==> config.mk <==
export PLATFORM = sky130hd
export DESIGN_NAME = frame_1011_tx
export DESIGN_NICKNAME = d
export VERILOG_FILES = /design/src/rtl/frame_1011_pkg.sv /design/src/rtl/piso_shreg.sv /design/src/rtl/frame_1011_tx.sv
export SDC_FILE = /design/constraint.sdc
export NUM_CORES = 1
export LEC_CHECK = 0
export CAP_MARGIN = 20
export CORE_MARGIN = 1
export CORE_UTILIZATION = 45
export DETAILED_ROUTE_END_ITERATION = 10
export GPL_TIMING_DRIVEN = 0
export HOLD_SLACK_MARGIN = 0.06
export PLACE_DENSITY = 0.8
export SLEW_MARGIN = 20
export SYNTH_ARGS = -nofsm -noshare
export SYNTH_HDL_FRONTEND = slang
export SYNTH_HIERARCHICAL = 1
export SYNTH_SLANG_ARGS = --single-unit
==> constraint.sdc <==
create_clock -name clk -period 4.8 [get_ports clk]
set_input_delay 0.96 -clock clk [delete_from_list [all_inputs] [get_ports clk]]
set_output_delay 0.96 -clock clk [all_outputs]
set_load 0.01 [all_outputs]
==> src/rtl/frame_1011_pkg.sv <==
// Shared types and constants for the 1011-sync serial framer.
// Holds the FSM encoding, the sync word and the counter sizing helper.
package frame_1011_pkg;

  typedef enum logic [1:0] {
    IDLE = 2'd0,
    SYNC = 2'd1,
    DATA = 2'd2,
    GAP  = 2'd3
  } state_t;

  localparam logic [3:0] SYNC_PATTERN = 4'b1011;
  localparam int         SYNC_LEN     = 4;

  // Counter must index both the payload and the gap/sync phases, so never below 4 bits.
  function automatic int cnt_width(input int data_w);
    return ($clog2(data_w) > 4) ? $clog2(data_w) : 4;
  endfunction

endpackage

==> src/rtl/piso_shreg.sv <==
// Parallel-in serial-out shift register, MSB first; load wins over shift.
// Zero latency on the msb tap; no backpressure, the owner sequences load/shift.
module piso_shreg #(
  parameter int W = 16
) (
  input  logic         clk,
  input  logic         rst,
  input  logic         load,
  input  logic         shift,
  input  logic [W-1:0] data_in,
  output logic         msb
);

  logic [W-1:0] sreg;

  always_ff @(posedge clk) begin
    if (rst) begin
      sreg <= '0;
    end else if (load) begin
      sreg <= data_in;
    end else if (shift) begin
      sreg <= {sreg[W-2:0], 1'b0};
    end
  end

  assign msb = sreg[W-1];

endmodule

==> src/rtl/frame_1011_tx.sv <==
// Serialises one payload per frame as 1011 sync, DATA_W bits MSB first, then GAP_LEN zeros.
// First sync bit appears the cycle after acceptance; in_ready is low for the whole frame and gap.
module frame_1011_tx
  import frame_1011_pkg::*;
#(
  parameter int DATA_W  = 16,
  parameter int GAP_LEN = 4
) (
  input  logic              clk,
  input  logic              rst,
  input  logic              in_valid,
  input  logic [DATA_W-1:0] data_in,
  output logic              in_ready,
  output logic              d_out,
  output logic              frame_active,
  output logic              done
);

  localparam int CNT_W = cnt_width(DATA_W);
  localparam logic [CNT_W-1:0] SYNC_LAST = CNT_W'(SYNC_LEN - 1);
  localparam logic [CNT_W-1:0] DATA_LAST = CNT_W'(DATA_W - 1);
  localparam logic [CNT_W-1:0] GAP_LAST  = CNT_W'(GAP_LEN - 1);

  state_t           state, state_nxt;
  logic [CNT_W-1:0] cnt, cnt_nxt, cnt_dec;
  logic             d_nxt, active_nxt, done_nxt;
  logic             load_en, shift_en, sreg_msb;

  piso_shreg #(.W(DATA_W)) u_shreg (
    .clk     (clk),
    .rst     (rst),
    .load    (load_en),
    .shift   (shift_en),
    .data_in (data_in),
    .msb     (sreg_msb)
  );

  assign in_ready = (state == IDLE);
  assign cnt_dec  = cnt - CNT_W'(1);

  // Outputs are computed for the state being entered, so d_out lines up with state.
  always_comb begin
    state_nxt  = state;
    cnt_nxt    = cnt;
    d_nxt      = 1'b0;
    active_nxt = 1'b0;
    done_nxt   = 1'b0;
    load_en    = 1'b0;
    shift_en   = 1'b0;
    case (state)
      IDLE: begin
        if (in_valid) begin
          state_nxt  = SYNC;
          cnt_nxt    = SYNC_LAST;
          d_nxt      = SYNC_PATTERN[SYNC_LEN-1];
          active_nxt = 1'b1;
          load_en    = 1'b1;
        end
      end
      SYNC: begin
        active_nxt = 1'b1;
        if (cnt == '0) begin
          state_nxt = DATA;
          cnt_nxt   = DATA_LAST;
          d_nxt     = sreg_msb;
          shift_en  = 1'b1;
        end else begin
          cnt_nxt = cnt_dec;
          d_nxt   = SYNC_PATTERN[cnt_dec[1:0]];
        end
      end
      DATA: begin
        if (cnt == '0) begin
          state_nxt = GAP;
          cnt_nxt   = GAP_LAST;
        end else begin
          cnt_nxt    = cnt_dec;
          d_nxt      = sreg_msb;
          shift_en   = 1'b1;
          active_nxt = 1'b1;
          done_nxt   = (cnt == CNT_W'(1));
        end
      end
      GAP: begin
        if (cnt == '0) begin
          state_nxt = IDLE;
          cnt_nxt   = '0;
        end else begin
          cnt_nxt = cnt_dec;
        end
      end
      default: begin
        state_nxt = IDLE;
        cnt_nxt   = '0;
      end
    endcase
  end

  always_ff @(posedge clk) begin
    if (rst) begin
      state        <= IDLE;
      cnt          <= '0;
      d_out        <= 1'b0;
      frame_active <= 1'b0;
      done         <= 1'b0;
    end else begin
      state        <= state_nxt;
      cnt          <= cnt_nxt;
      d_out        <= d_nxt;
      frame_active <= active_nxt;
      done         <= done_nxt;
    end
  end

endmodule

==> impl_metrics.json, run 1 <==
{
  "worst_pin_slew_ns": 0.4792,
  "finalWirelength_um": 2784,
  "final_core_util_pct": 59.21,
  "holdBufCountCts": 0,
  "synth-seq-area-share_pct": 35.75,
  "max_freq_mhz": 403.0,
  "setup_viol_count_final": 0,
  "drtIter0Drc": 42,
  "cts.path.max_buffers": 2,
  "finalInstanceArea_um2": 1689,
  "period_share_pct": 51.69,
  "crit_start": "state[0]$_SDFFE_PP0P_",
  "grt_pass1_wl_um": 4719,
  "syn-num-nets": 166,
  "crit_arrival_ns": 1.52,
  "cts_buffers": 3,
  "syn_inst": 140,
  "worstHoldEndpoint": "state[1]$_SDFFE_PP0P_",
  "dr.pass1.iters": 7,
  "fin_crit_ns": 2.481,
  "synth_edf_count": 0,
  "synthTopCellsByArea": "dfxtp_1 (36%), mux2i_1 (11%), a211oi_1 (8.6%), nor2b_1 (6.7%), ha_1 (6.3%)",
  "num_rows": 19,
  "post-dp-hpwl_um": 2092,
  "htree_levels": 1,
  "routed_via_density": 5.563,
  "grt_pass1_vias": 1059,
  "rrSetupSlack_ns": 2.65,
  "yosysUniqueCellTypes": 36,
  "cts_resized": 0,
  "io_buffers": 22,
  "gp_congestion": 0.8028,
  "max_slew_margin_pct": 68.05,
  "violations": "design-rule violations",
  "cts_tree": "yes",
  "clock-sinks": 25,
  "route.detailed.drc": 3,
  "rsz0062_at_grt": "false",
  "yosys.cell_count.top_type": "dfxtp_1",
  "synth_top_area_cell": "dfxtp_1",
  "ys_seq_elements": 25,
  "cts_root_buf": "clkbuf_4",
  "syn_avg_cell_area_um2": 10.00,
  "tns_ns": 0,
  "synth_ff_type": "dfxtp_1",
  "crit_required_ns": 3.84,
  "nNetsFinal": 193,
  "drive_above_1_share_pct": 13.25,
  "layout_setup_ws_ns": 2.319,
  "die_width_um": 57.78,
  "cp_max_fo": 3,
  "fillCellCount": 248,
  "holdCritStartpoint": "state[1]$_SDFFE_PP0P_",
  "yosysTopAreaCellShare_pct": 35.75,
  "clkLatencyLatePin_ns": 0.31,
  "grt-ovfl-total": 0,
  "track_usage_pct": 17.84,
  "synthesis.area_um2": 1400,
  "antenna_found_initial": 0,
  "path_class": "reg2out",
  "io_pins": 23,
  "worstHoldPathType": "reg2reg",
  "reg2reg_from": "cnt[0]$_SDFFE_PP0N_",
  "final-hold-violation-count": 0,
  "die_area_um2": 3339,
  "path_clk_slew_ns": 0.13,
  "r2r.worst_path.cells": 10,
  "p_leak_nw": 0.6208,
  "whs_path_depth": 2,
  "power_density_nw_per_um2": 598.6,
  "finalClockSkew_ns": 0.007658,
  "cp-end-kind": "output pin",
  "postCtsSetupBuffers": 0,
  "timing.rr.end": "u_shreg/sreg[9]$_SDFFE_PP0P_",
  "core_area_um2": 2853,
  "n_antenna_cell": 0,
  "yosys_warnings": 6,
  "async_flop_share_pct": 0,
  "fp.dieH_um": 57.78,
  "ant_nets": 0,
  "initial_core_util_pct": 49.08,
  "vias": 1096,
  "wl_per_cell_um": 14.13,
  "whs_ns": 0.5429,
  "syn2layout_area_growth_pct": 20.64,
  "grt_max_degree": 16,
  "start_kind": "flip-flop",
  "place_ws_ns": 2.256,
  "yosys-top-cells-count": "dfxtp_1 (25), a211oi_1 (16), mux2i_1 (16)",
  "ir_drop_uv": 357.2,
  "slew_violations": 0,
  "status": "complete, but fails checks",
  "cap_violations": 0,
  "place_area_um2": 1659
}
## layout by cell type, fill, tap and decap left out, types with 2 or more instances in the layout
cell type	instances
a2111oi_2	2
a211oi_1	16
a211oi_2	3
a21oi_1	3
buf_2	3
buf_6	2
clkbuf_1	3
clkbuf_4	3
clkdlybuf4s50_1	22
dfxtp_1	25
ha_1	7
inv_1	7
mux2i_1	16
nand2_1	5
nand2b_1	3
nand3_1	2
nor2_1	5
nor2b_1	15
nor3_1	2
or2_2	2
or3b_1	2
## report_power, final
group          switching (mW)  internal [mW]  leakage (nW)
combinational           0.290          0.295         0.400
sequential             0.0521          0.280         0.207
clock                  0.0621         0.0317        0.0139
## cell type report
type	instances	area, um^2	share of cell area (%)
Clock buffer	3	22.52	1.333
Sequential cell	25	500.5	29.63
Timing Repair Buffer	22	220.2	13.04
Multi-Input combinational cell	97	782.0	46.30
Inverter	7	26.28	1.556
Clock inverter	1	7.507	0.4444
Tap cell	31	38.79	2.296
Buffer	11	91.34	5.407
## logic make-up (layout without fill, tap and decap cells)
group / Yosys count / after routing / share of synthesized area [%]
DFF: 25 / 25 / 35.75
and+or+nand+nor: 41 / 41 / 17.07
adders and majority gates: 7 / 7 / 6.255
AOI/OAI and AO/OA: 33 / 33 / 21.09
muxes: 16 / 16 / 11.44
buffers and inverters: 18 / 44 / 8.400
## worst max-delay path: stages, from the launching register on
cell	delay, ns
dfxtp_1	0.36
inv_1	0.11
ha_1	0.20
clkdlybuf4s50_1	0.55
## routing by layer
layer,vias to the layer above,track usage [%],share of wire [%]
li1,556,-,-
met1,513,23.01,45
met2,25,32.39,50
met3,2,2.902,4.4
met4,0,2.041,0.68
met5,-,0,0
## worst max-delay path by stage
stage | end | slack (ns) | cells after the start
after floorplan | u_shreg/sreg[0]$_SDFFE_PP0P_ | 2.91 | 9
after global placement | u_shreg/sreg[5]$_SDFFE_PP0P_ | 2.29 | 5
after detailed placement | u_shreg/sreg[9]$_SDFFE_PP0P_ | 2.26 | 5
after CTS | in_ready | 2.30 | 3
after global routing | in_ready | 2.20 | 3
final | in_ready | 2.32 | 3
## registers in the layout, indices dropped and copies added (netlist names)
register	count
u_shreg/sreg	16
cnt	4
state	2
d_out	1
done	1
frame_active	1
## stage by stage
step / cells / power (mW)
global route: 197 / 1.091
finish: 197 / 1.011
detailed placement: 193 / 0.9220
CTS: 197 / 1.022
floorplan: 140 / 0.7887
global placement: 193 / 0.8938
Power figures use the tool's default switching activity.
==> run 2: changes to the inputs <==
clock period = 2.3 ns   (was 4.8 ns; I/O delays follow)
==> results of run 2 <==
The final DEF is identical to that of run 1. Status: complete, but fails checks: design-rule violations.
Among the figures that moved: setup slack after placement 2.256 ns -> 0.1715 ns; clock-pin slew on the worst setup and hold paths 0.13 ns -> 0.14 ns; setup slack after layout 2.319 ns -> 0.1527 ns; start point of the critical path state[0]$_SDFFE_PP0P_ -> cnt[0]$_SDFFE_PP0N_; end point of the critical path in_ready -> u_shreg/sreg[9]$_SDFFE_PP0P_; register-to-register setup slack 2.65 ns -> 0.15 ns; total power 1.011 mW -> 2.110 mW; worst IR drop on VDD 357.2 uV -> 745.5 uV
==> run 3: changes to the inputs <==
--- a/config.mk
+++ b/config.mk
@@ -7,3 +7,2 @@
 export LEC_CHECK = 0
-export CAP_MARGIN = 20
 export CORE_MARGIN = 1
==> constraint.sdc (replaced) <==
create_clock -name clk -period 2.3 [get_ports clk]
set_input_delay 0.345 -clock clk [delete_from_list [all_inputs] [get_ports clk]]
set_output_delay 0.345 -clock clk [all_outputs]
set_load 0.01 [all_outputs]
==> results of run 3 <==
The final DEF is identical to that of run 1. Status: complete, but fails checks: design-rule violations.
Among the figures that moved: setup slack after placement 2.256 ns -> 0.1715 ns; clock-pin slew on the worst setup and hold paths 0.13 ns -> 0.14 ns; setup slack after layout 2.319 ns -> 0.1527 ns; start point of the critical path state[0]$_SDFFE_PP0P_ -> cnt[0]$_SDFFE_PP0N_; end point of the critical path in_ready -> u_shreg/sreg[9]$_SDFFE_PP0P_; register-to-register setup slack 2.65 ns -> 0.15 ns; total power 1.011 mW -> 2.110 mW; worst IR drop on VDD 357.2 uV -> 745.5 uV
